==> config.mk <==
export PLATFORM = sky130hd
export DESIGN_NAME = elastic_stage_buf_flat
export DESIGN_NICKNAME = d
export VERILOG_FILES = /design/src/rtl/elastic_stage_buf_if.sv /design/src/rtl/elastic_stage_buf.sv /design/src/flat_wrapper.sv
export SDC_FILE = /design/constraint.sdc
export NUM_CORES = 1
export LEC_CHECK = 0
export ABC_AREA = 1
export CAP_MARGIN = 40
export CORE_AREA = 3 3 503 505
export CTS_BUF_LIST = sky130_fd_sc_hd__clkbuf_4 sky130_fd_sc_hd__clkbuf_8 sky130_fd_sc_hd__clkbuf_16
export CTS_CLUSTER_DIAMETER = 150
export DETAILED_ROUTE_END_ITERATION = 6
export DIE_AREA = 0 0 506 508
export GPL_TIMING_DRIVEN = 0
export PLACE_DENSITY_LB_ADDON = 0.05
export SYNTH_ARGS = -nofsm -noshare
export SYNTH_HDL_FRONTEND = slang
export SYNTH_SLANG_ARGS = --single-unit
==> constraint.sdc <==
create_clock -name clk -period 103.2 [get_ports clk]
set_input_delay 20.64 -clock clk [delete_from_list [all_inputs] [get_ports clk]]
set_output_delay 20.64 -clock clk [all_outputs]
set_load 0.02 [all_outputs]
==> src/rtl/elastic_stage_buf_if.sv <==
// ---------------------------------------------------------------------------
// elastic_stage_buf_if
//   One valid/ready/data handshake channel between pipeline stages.
//   master : drives valid and data, observes ready (producer side)
//   slave  : observes valid and data, drives ready (consumer side)
// Parameters
//   DATA_W  payload width
// ---------------------------------------------------------------------------
interface elastic_stage_buf_if #(
    parameter int DATA_W = 640
);
    logic              valid;
    logic              ready;
    logic [DATA_W-1:0] data;

    modport master (output valid, output data, input ready);
    modport slave  (input valid, input data, output ready);
endinterface

==> src/rtl/elastic_stage_buf.sv <==
// ---------------------------------------------------------------------------
// elastic_stage_buf
//   Elastic pipeline register: a DEPTH-entry circular buffer with valid/ready
//   handshakes on both sides, flush, external freeze and an occupancy output.
//   Push and pop only happen on clock edges, so a payload pushed at one edge is
//   visible on the output from the following cycle (no fall-through).
//
// Ports
//   clk             clock
//   rst             synchronous, active-high reset
//   flush_i         drop all held entries at the next edge (wins over all)
//   freeze_i        stage frozen: no push, no pop, state held
//   up_if (slave)   upstream channel: valid/data in, ready out
//   dn_if (master)  downstream channel: valid/data out, ready in;
//                   data reads 0 when the buffer is empty
//   count_o         number of held entries
//   stall_cycles_o  cycles with upstream valid but not ready (saturating)
//   full_cycles_o   cycles with count == DEPTH (saturating)
//
// Configuration
//   ELASTIC_PERF_CNT_EN  when defined, adds CNT_W, the two perf counter
//                        outputs and their counters; cleared by rst only.
// ---------------------------------------------------------------------------
module elastic_stage_buf #(
    parameter int DATA_W = 640,
    parameter int DEPTH  = 2
`ifdef ELASTIC_PERF_CNT_EN
    ,
    parameter int CNT_W  = 32
`endif
) (
    input  logic                       clk,
    input  logic                       rst,
    input  logic                       flush_i,
    input  logic                       freeze_i,
    elastic_stage_buf_if.slave         up_if,
    elastic_stage_buf_if.master        dn_if,
    output logic [$clog2(DEPTH+1)-1:0] count_o
`ifdef ELASTIC_PERF_CNT_EN
    ,
    output logic [CNT_W-1:0]           stall_cycles_o,
    output logic [CNT_W-1:0]           full_cycles_o
`endif
);
    localparam int CW = $clog2(DEPTH + 1);
    // Keep pointers at least one bit wide so DEPTH=1 still elaborates.
    localparam int PW = (DEPTH > 1) ? $clog2(DEPTH) : 1;

    logic [DATA_W-1:0] mem_q [DEPTH];
    logic [PW-1:0]     rd_ptr_q, rd_ptr_d;
    logic [PW-1:0]     wr_ptr_q, wr_ptr_d;
    logic [CW-1:0]     count_q, count_d;
    logic              push, pop;
    logic              not_empty;

    // Wrap at DEPTH-1 explicitly; DEPTH need not be a power of two.
    function automatic logic [PW-1:0] ptr_inc(input logic [PW-1:0] p);
        return (p == PW'(DEPTH - 1)) ? '0 : p + PW'(1);
    endfunction

    assign not_empty = (count_q != '0);

    // out_ready feeds in_ready combinationally so a full buffer can still
    // accept one payload per cycle while the head drains.
    assign up_if.ready = !freeze_i && !flush_i &&
                         ((count_q < CW'(DEPTH)) || dn_if.ready);
    assign dn_if.valid = not_empty && !freeze_i;
    assign dn_if.data  = not_empty ? mem_q[rd_ptr_q] : '0;
    assign count_o     = count_q;

    assign push = up_if.valid && up_if.ready;
    assign pop  = dn_if.valid && dn_if.ready;

    always_comb begin
        count_d  = count_q;
        rd_ptr_d = rd_ptr_q;
        wr_ptr_d = wr_ptr_q;
        if (flush_i) begin
            count_d  = '0;
            rd_ptr_d = '0;
            wr_ptr_d = '0;
        end else begin
            if (push) wr_ptr_d = ptr_inc(wr_ptr_q);
            if (pop)  rd_ptr_d = ptr_inc(rd_ptr_q);
            case ({push, pop})
                2'b10:   count_d = count_q + CW'(1);
                2'b01:   count_d = count_q - CW'(1);
                default: count_d = count_q;
            endcase
        end
    end

    always_ff @(posedge clk) begin
        if (rst) begin
            count_q  <= '0;
            rd_ptr_q <= '0;
            wr_ptr_q <= '0;
        end else begin
            count_q  <= count_d;
            rd_ptr_q <= rd_ptr_d;
            wr_ptr_q <= wr_ptr_d;
        end
    end

    // Storage is never cleared; occupancy alone decides what is valid.
    // When full with push+pop, wr_ptr equals rd_ptr and the popped slot is
    // rewritten at the same edge it is released.
    always_ff @(posedge clk) begin
        if (push) mem_q[wr_ptr_q] <= up_if.data;
    end

`ifdef ELASTIC_PERF_CNT_EN
    logic [CNT_W-1:0] stall_q, full_q;

    always_ff @(posedge clk) begin
        if (rst) begin
            stall_q <= '0;
            full_q  <= '0;
        end else begin
            if (up_if.valid && !up_if.ready && (stall_q != '1))
                stall_q <= stall_q + CNT_W'(1);
            if ((count_q == CW'(DEPTH)) && (full_q != '1))
                full_q <= full_q + CNT_W'(1);
        end
    end

    assign stall_cycles_o = stall_q;
    assign full_cycles_o  = full_q;
`endif
endmodule

==> src/flat_wrapper.sv <==
// flat-port wrapper written by rule: the top's interface ports become plain ports
module elastic_stage_buf_flat 
#(
    parameter int DATA_W = 640,
    parameter int DEPTH  = 2

)
  (clk, rst, flush_i, freeze_i, count_o, up_if_valid, up_if_data, up_if_ready, dn_if_valid, dn_if_data, dn_if_ready);
  elastic_stage_buf_if #(.DATA_W(DATA_W)) up_if_i ();
  elastic_stage_buf_if #(.DATA_W(DATA_W)) dn_if_i ();
  input  logic clk;
  input  logic rst;
  input  logic flush_i;
  input  logic freeze_i;
  output logic [$clog2(DEPTH+1)-1:0] count_o;
  input wire logic [$bits(up_if_i.valid)-1:0] up_if_valid;
  input wire logic [$bits(up_if_i.data)-1:0] up_if_data;
  output wire logic [$bits(up_if_i.ready)-1:0] up_if_ready;
  output wire logic [$bits(dn_if_i.valid)-1:0] dn_if_valid;
  output wire logic [$bits(dn_if_i.data)-1:0] dn_if_data;
  input wire logic [$bits(dn_if_i.ready)-1:0] dn_if_ready;
  assign up_if_i.valid = up_if_valid;
  assign up_if_i.data = up_if_data;
  assign up_if_ready = up_if_i.ready;
  assign dn_if_valid = dn_if_i.valid;
  assign dn_if_data = dn_if_i.data;
  assign dn_if_i.ready = dn_if_ready;
  elastic_stage_buf #(.DATA_W(DATA_W), .DEPTH(DEPTH)) u_core (.clk(clk), .rst(rst), .flush_i(flush_i), .freeze_i(freeze_i), .up_if(up_if_i), .dn_if(dn_if_i), .count_o(count_o));
endmodule
# Word level (Yosys, flattened, before mapping)

Memory sizes are Yosys's and may differ from the RTL's. A register that Yosys moved wholly into a read port is not among the register bits.
Index checks and enable logic that the tools add are counted.

Register bits after elaboration: 4
RAM bits: 1,280
Bits of input ports: 646
Output and inout bits: 644
Logic and storage cells: 30
Memories kept: 1

Add/subtract/negate cells: 4
Magnitude comparators: 1
Equality and inequality tests: 2
Muxes and demuxes: 8
Reduce and logical (&&, ||, !) cells: 11

Memories:

| memory       | words | bits a word | read ports | clocked after memory_dff | write ports | line                    | text |
|---|---|---|---|---|---|---|---|
| u_core.mem_q | 2     | 640         | 1          | 1                        | 1           | elastic_stage_buf.sv:49 | `logic [DATA_W-1:0] mem_q [DEPTH];` |

Operator list:

| operator              | number |
|---|---|
| $mux W640             | 1 |
| $mux W1               | 6 |
| $logic_and A1 B1 Y1   | 5 |
| $pmux W2 S2           | 1 |
| $reduce_bool A2 Y1    | 2 |
| $add A1 B1 Y1 const B | 2 |
| $add A2 B1 Y2 const B | 1 |
| $eq A2 B1 Y1 const B  | 1 |
| $eq A2 B2 Y1 const B  | 1 |
| $logic_not A1 Y1      | 2 |
| $lt A2 B2 Y1 const B  | 1 |
| $reduce_or A2 Y1      | 1 |
| $sub A2 B1 Y2 const B | 1 |
| $logic_or A1 B1 Y1    | 1 |

# Longest topological paths before layout

Gate-level depths: netlist of run 1.

Word-level depth: 6
Gate-level depth with buffers: 11
Gate-level depth less buffers: 11

# Worst setup path after synthesis of run 1

Ideal clock, no wire load.

Path kind: in2reg
Start: input port freeze_i
End: memory u_core.mem_q[0][0], enable pin
Library setup time: 1.661 ns
Data arrival time: 47.383 ns
Data required time: 101.538 ns
Path slack: 54.156 ns
Stages: 3
Path buffers: 0
Cell sequence: nor2_1 -> nand3_1 -> nor2_1

Cells in the longest elaborated chain, start to end: 6

Ends and longest elaborated chain:

| element                           | line                     | text |
|---|---|---|
| start, declared                   | flat_wrapper.sv:14       | `input logic freeze_i;` |
| $logic_not A1 Y1                  | elastic_stage_buf.sv:65  | `assign up_if.ready = !freeze_i && !flush_i &&` |
| $logic_and A1 B1 Y1 (2 in series) | elastic_stage_buf.sv:65  |  |
| $logic_and A1 B1 Y1               | elastic_stage_buf.sv:71  | `assign push = up_if.valid && up_if.ready;` |
| $mux W1                           | elastic_stage_buf.sv:109 | `if (push) mem_q[wr_ptr_q] <= up_if.data;` |
| $mux W1 (implied by the code)     | elastic_stage_buf.sv:109 |  |
| end, declared                     | elastic_stage_buf.sv:49  |  |

Every way passes these cells.

# Worst setup path after layout of run 1

Start: input port freeze_i
End: output port up_if_ready

Cells in the longest elaborated chain, start to end: 3

Ends and longest elaborated chain:

| element                           | line                    | text |
|---|---|---|
| $logic_not A1 Y1                  | elastic_stage_buf.sv:65 |  |
| $logic_and A1 B1 Y1 (2 in series) | elastic_stage_buf.sv:65 |  |
| end, declared                     | flat_wrapper.sv:18      | `output wire logic [$bits(up_if_i.ready)-1:0] up_if_ready;` |

Every way passes these cells.

==> results of run 1 <==
## worst max-delay path, delay by kind of cell
family | cells | cell delay (ns)
buf+inv | 2 | 1.21
simple gates | 2 | 0.37
## final timing paths
check / from / cells after the start / to
max: freeze_i / 4 / up_if_ready
min: u_core.rd_ptr_q / 4 / u_core.rd_ptr_q
min reg2reg: u_core.rd_ptr_q / 4 / u_core.rd_ptr_q
max reg2reg: u_core.count_o[1] / 7 / u_core.mem_q[1][234]
## sequential cells by signal, summed over array words and instances, names as in the netlist, named ones only
register / cells
u_core.mem_q: 1280
u_core.wr_ptr_q: 1
u_core.rd_ptr_q: 1
u_core.count_o: 2
## through the flow
stage	cells	cell area [µm²]
after floorplan	3459	49300
after global placement	8078	66400
after detailed placement	8123	67500
after CTS	8424	72700
after global routing	8431	72700
final	8461	72800
## kinds of logic (layout without fill, tap and decap cells)
| kind of cell | Yosys count | after routing |
|---|---|---|
| buf+inv | 225 | 1860 |
| other cells | 0 | 37 |
| simple gates | 1307 | 1307 |
| xor+xnor | 1 | 1 |
| compound gates | 640 | 640 |
| flops | 1285 | 1285 |
| fa+ha+maj | 1 | 1 |
## placed cells by master, fill, tap and decap left out, types with 2 or more instances in the layout
cell type	Yosys	final
clkbuf_4	0	49
clkbuf_1	52	52
a21oi_1	308	308
clkdlybuf4s50_1	0	1289
a21oi_2	332	332
buf_2	92	92
clkinv_8	0	5
buf_4	13	13
edfxtp_1	1280	1280
inv_1	10	9
clkinv_1	0	47
clkbuf_16	0	168
buf_6	55	56
inv_2	3	3
dfxtp_1	5	5
inv_6	0	4
nand2_1	1289	1289
nand4_1	2	2
bufinv_16	0	5
buf_12	0	22
diode_2	0	37
clkinv_2	0	17
nand3_1	2	2
clkinv_16	0	3
buf_16	0	22
nor2_1	11	10
## power by group through the flow
stage	combinational (mW)	sequential (mW)	clock, mW
global route	0.0729	0.586	0.600
CTS	0.0699	0.586	0.579
finish	0.0679	0.586	0.555
floorplan	0.0191	0.606	0
detailed placement	0.0695	0.597	0
global placement	0.0659	0.615	0
## layer usage
metal | GRT usage | part of all wire | vias up
li1 | - | - | 15400
met5 | 0 | 0.0034 | -
met3 | 0.0885 | 0.11 | 429
met1 | 0.183 | 0.37 | 16400
met2 | 0.298 | 0.50 | 1249
met4 | 0.0323 | 0.021 | 118
## synthesized netlist by cell type, drive strengths merged
| cell type | n |
|---|---|
| nand2 | 1290 |
| inv | 13 |
| and2 | 1 |
| buf | 160 |
| ha | 1 |
| xor2 | 1 |
| a21oi | 640 |
| nand4 | 2 |
| dfxtp | 5 |
| nand3 | 2 |
| clkbuf | 52 |
| edfxtp | 1280 |
| nor2 | 11 |
| nor3 | 1 |
## area by class of cell
cell class	count	area share
plain buffers	212	0.0189
clock buffers	217	0.0628
diodes	37	0.00127
multi-input cells	1949	0.129
inverters	13	0.000773
clock inverters	84	0.00899
repair buffers	1334	0.192
flip-flops and latches	1285	0.529
well taps	3330	0.0572
==> flow_summary.json, run 1 <==
{
  "dr.pass1.iters": 6,
  "grt_pass1_wl_um": 301000,
  "critical_path_class": "input pin to primary output",
  "dp_hpwl_um": 171000,
  "cellLeakagePower_nw": 24.0,
  "critical_path.cell_chain": "clkdlybuf4s50_1 > nor2_1 > and2_1 > clkdlybuf4s50_1",
  "synthAdderAreaFrac": 0.000254,
  "setup_ws_ns": 60.33,
  "num_rows": 183,
  "core_um2": 249000,
  "startpoint_type": "input pin",
  "syn2layout_area_growth_pct": 47.5,
  "synth_compound_area_frac": 0.0902,
  "critPathMaxFanout": 3,
  "wl_per_cell_um": 26.8,
  "hold_viol": 0,
  "synthXorXnorAreaFrac": 0.000177,
  "synthCells": 3459,
  "yosys_warnings": 0,
  "power_density_nw_per_um2": 16.6,
  "p_sw_frac": 0.219,
  "die_h_um": 508,
  "cts_max_level": 4,
  "synth_area_um2": 49300,
  "cp_slowest_stage_delay_ns": 0.70,
  "nNetsFinal": 5607,
  "die-area_um2": 257000,
  "relSlewSlack": 0.432,
  "cts.repair.resized": 0,
  "fin_tns_setup_ns": 0,
  "gr-total-overflow": 0,
  "avgSynthCellArea_um2": 14.3,
  "ys_types": 19,
  "seq_area_frac_synth": 0.781,
  "yosys_register_bits": 1285,
  "synth_mux_area_frac": 0,
  "p_comb_frac": 0.056,
  "hold_class": "flop to flop",
  "grt_max_degree": 90,
  "synth_top_area_share": 0.779,
  "intPower_mw": 0.944,
  "cts_sinks": 1285,
  "drc": 0,
  "cp_common_cell": "clkdlybuf4s50_1",
  "report.final.slew_viol_count": 0,
  "grt_use_total": 0.170,
  "clock_path_buffers": 3,
  "initial_core_util": 0.198,
  "status": "complete, no violations",
  "io_buffers": 1289,
  "cts_root_buf": "clkbuf_16",
  "cp.required_ns": 82.56,
  "multi_input_area_um2": 9400,
  "fin_util": 0.293,
  "cts_setup_buffers": 0,
  "hold_ws_ns": 0.549,
  "max_freq_mhz": 23.3,
  "p_switching_mw": 0.265,
  "drive_above_1_share": 0.156,
  "worstMarginPinSlew_ns": 0.852,
  "syn_nets": 4106,
  "synth-simple-area-share": 0.0997,
  "cts_tree": "built",
  "arrival_ns": 22.23,
  "seqCellArea_um2": 38500,
  "synth_area_leader_cell": "edfxtp_1",
  "regToRegSetupSlack_ns": 99.80,
  "fin_skew_ns": 0.0273,
  "first_iter_violations": 1728,
  "rsz0062_at_grt": "no",
  "power_mw": 1.21,
  "seqPwrFrac": 0.485,
  "path_clk_slew_ns": 0.05,
  "crit_path_end_kind": "primary output",
  "peakVddDrop_mv": 0.0121,
  "period_share": 0.415,
  "gp_congestion": 0.799,
  "die_w_um": 506,
  "holdBufCountCts": 0,
  "fill_cells": 25400,
  "antenna_found_initial": 163,
  "ys_top_cells_by_area": "edfxtp_1 78%, nand2_1 9.8%, a21oi_2 5.9%, a21oi_1 3.1%, buf_6 1.3%",
  "wirelength_um": 227000,
  "grt_pass1_vias": 33400,
  "vias": 33600,
  "drv_cap": 0,
  "ant_nets": 0,
  "io_pins": 1290,
  "slowest_stage": "clkdlybuf4s50_1",
  "place_ws_ns": 60.30,
  "synth_top_family_by_area": "simple AND/OR/NAND/NOR gates",
  "finalSetupViolations": 0,
  "pwr-share-clk": 0.459,
  "insertion_delay_ns": 0.77,
  "numCtsBuffers": 165,
  "via_per_inst": 3.97,
  "min_period_ns": 42.87
}
No activity file was read; power rests on OpenSTA's default activity.
==> run 2, diff against run 1 <==
==> constraint.sdc (replaced) <==
create_clock -name clk -period 38.1 [get_ports clk]
set_input_delay 7.62 -clock clk [delete_from_list [all_inputs] [get_ports clk]]
set_output_delay 7.62 -clock clk [all_outputs]
set_load 0.02 [all_outputs]
==> results of run 2 <==
The final DEF is identical to that of run 1. Status: complete, no violations.
Among the figures that moved: setup slack after placement 60.30 ns -> 21.24 ns; setup slack after layout 60.33 ns -> 21.27 ns; register-to-register setup slack 99.80 ns -> 34.70 ns; total power 1.21 mW -> 3.27 mW; worst IR drop on VDD 0.0121 mV -> 0.0328 mV
==> run 3, diff against run 2 <==
==> constraint.sdc (replaced) <==
create_clock -name clk -period 14.75 [get_ports clk]
set_input_delay 2.95 -clock clk [delete_from_list [all_inputs] [get_ports clk]]
set_output_delay 2.95 -clock clk [all_outputs]
set_load 0.02 [all_outputs]
==> flow_summary.json, run 3 (synthesis gave the netlist of run 1 again) <==
{
  "status": "complete, no violations",
  "grt_use_met3": 0.101,
  "setup_ws_ns": 7.31,
  "wl_per_cell_um": 26.3,
  "clock_path_buffers": 3,
  "cts_max_level": 4,
  "hold_ws_ns": 0.547,
  "crit_path_end_kind": "primary output",
  "grt_pass1_wl_um": 297000,
  "dr.pass1.iters": 5,
  "largest_reg_flops": 1280,
  "via_per_inst": 3.90,
  "relSlewSlack": 0.494,
  "busiest_layer": "met2",
  "gr-total-overflow": 0,
  "power_density_nw_per_um2": 115,
  "startpoint_type": "input pin",
  "report.final.slew_viol_count": 0,
  "first_iter_violations": 1718,
  "drc": 0,
  "regToRegSetupSlack_ns": 11.38,
  "hold_viol": 0,
  "fin_skew_ns": 0.0511,
  "num_rows": 183,
  "io_pins": 1290,
  "cts_setup_buffers": 0,
  "rsz0062_at_grt": "no",
  "ant_nets": 0,
  "grt_pass1_vias": 33500,
  "vias": 33100,
  "drive_above_1_share": 0.161,
  "postLayoutCellArea_um2": 73100,
  "cellLeakagePower_nw": 24.1,
  "numCtsBuffers": 166,
  "wirelength_um": 223000,
  "syn2layout_area_growth_pct": 48.1,
  "critPathMaxFanout": 3,
  "die_h_um": 508,
  "worstMarginPinSlew_ns": 0.760,
  "grt_max_degree": 31,
  "gp_congestion": 0.786,
  "met1_usage": 0.173,
  "fill_cells": 25400,
  "critical_path_class": "input pin to primary output",
  "power_mw": 8.43,
  "nNetsFinal": 5627,
  "min_period_ns": 7.44,
  "die_w_um": 506,
  "peakVddDrop_mv": 0.0836,
  "grt_use_total": 0.168,
  "cts_root_buf": "clkbuf_16",
  "core_um2": 249000,
  "die-area_um2": 257000,
  "path_clk_slew_ns": 0.05,
  "arrival_ns": 4.49,
  "regMostFlops": "u_core.mem_q",
  "io_buffers": 1289,
  "initial_core_util": 0.198,
  "place_ws_ns": 7.34,
  "cts_tree": "built",
  "cts_sinks": 1285,
  "antenna_found_initial": 167,
  "drv_cap": 0,
  "cts.repair.resized": 0,
  "hold_class": "flop to flop",
  "use_met2": 0.284,
  "fin_tns_setup_ns": 0,
  "finalSetupViolations": 0,
  "cp.required_ns": 11.80,
  "insertion_delay_ns": 0.81,
  "placed_area_um2": 67800,
  "period_share": 0.505,
  "dp_hpwl_um": 172000,
  "layout_common_cells": "1289 x nand2_1, 1289 x clkdlybuf4s50_1, 1280 x edfxtp_1",
  "max_freq_mhz": 134,
  "holdBufCountCts": 0
}
[run 3: changes by cell type in the layout (fill, tap and decap cells not counted), moves of 6 or more]
cell / before / now
buf_12: 22 / 49
buf_16: 22 / 12
clkbuf_4: 49 / 55
clkinv_1: 47 / 35
diode_2: 37 / 51
[run 3: power by group]
| group | internal, mW | switching [mW] |
|---|---|---|
| clock network | 2.24 | 1.62 |
| registers | 4.09 | 0.0123 |
| logic | 0.247 | 0.227 |
[run 3: layer usage]
layer  part of all wire  up-vias
li1                   -    15500
met1               0.35    15900
met2               0.49     1206
met3               0.13      439
met4              0.031      118
met5             0.0035        -
[run 3: layout make-up]
type | count | area [µm²] | share of cell area
diodes | 51 | 128 | 0.00175
plain buffers | 212 | 1370 | 0.0188
clock buffers | 221 | 4570 | 0.0625
clock inverters | 74 | 623 | 0.00852
inverters | 13 | 52.6 | 0.000719
multi-input cells | 1949 | 9400 | 0.129
flip-flops and latches | 1285 | 38500 | 0.527
well taps | 3330 | 4170 | 0.0570
repair buffers | 1353 | 14300 | 0.195
[run 3: worst paths after layout]
kind,from,to,depth (start not counted)
max,freeze_i,up_if_ready,4
min,u_core.rd_ptr_q,flop,4
max reg2reg,u_core.count_o[1],u_core.mem_q[1][283],11
min reg2reg,u_core.rd_ptr_q,flop,4
[run 3: metrics by stage]
stage               utilization  cells
floorplan                     -   3459
global placement          0.267   8078
detailed placement        0.273   8142
CTS                       0.293   8437
global route              0.294   8452
finish                    0.294   8488
[run 3: worst max-delay path, stage by stage]
cell and delay, ns:
clkdlybuf4s50_1 0.50, nor2_1 0.20, and2_1 0.16, clkdlybuf4s50_1 0.68
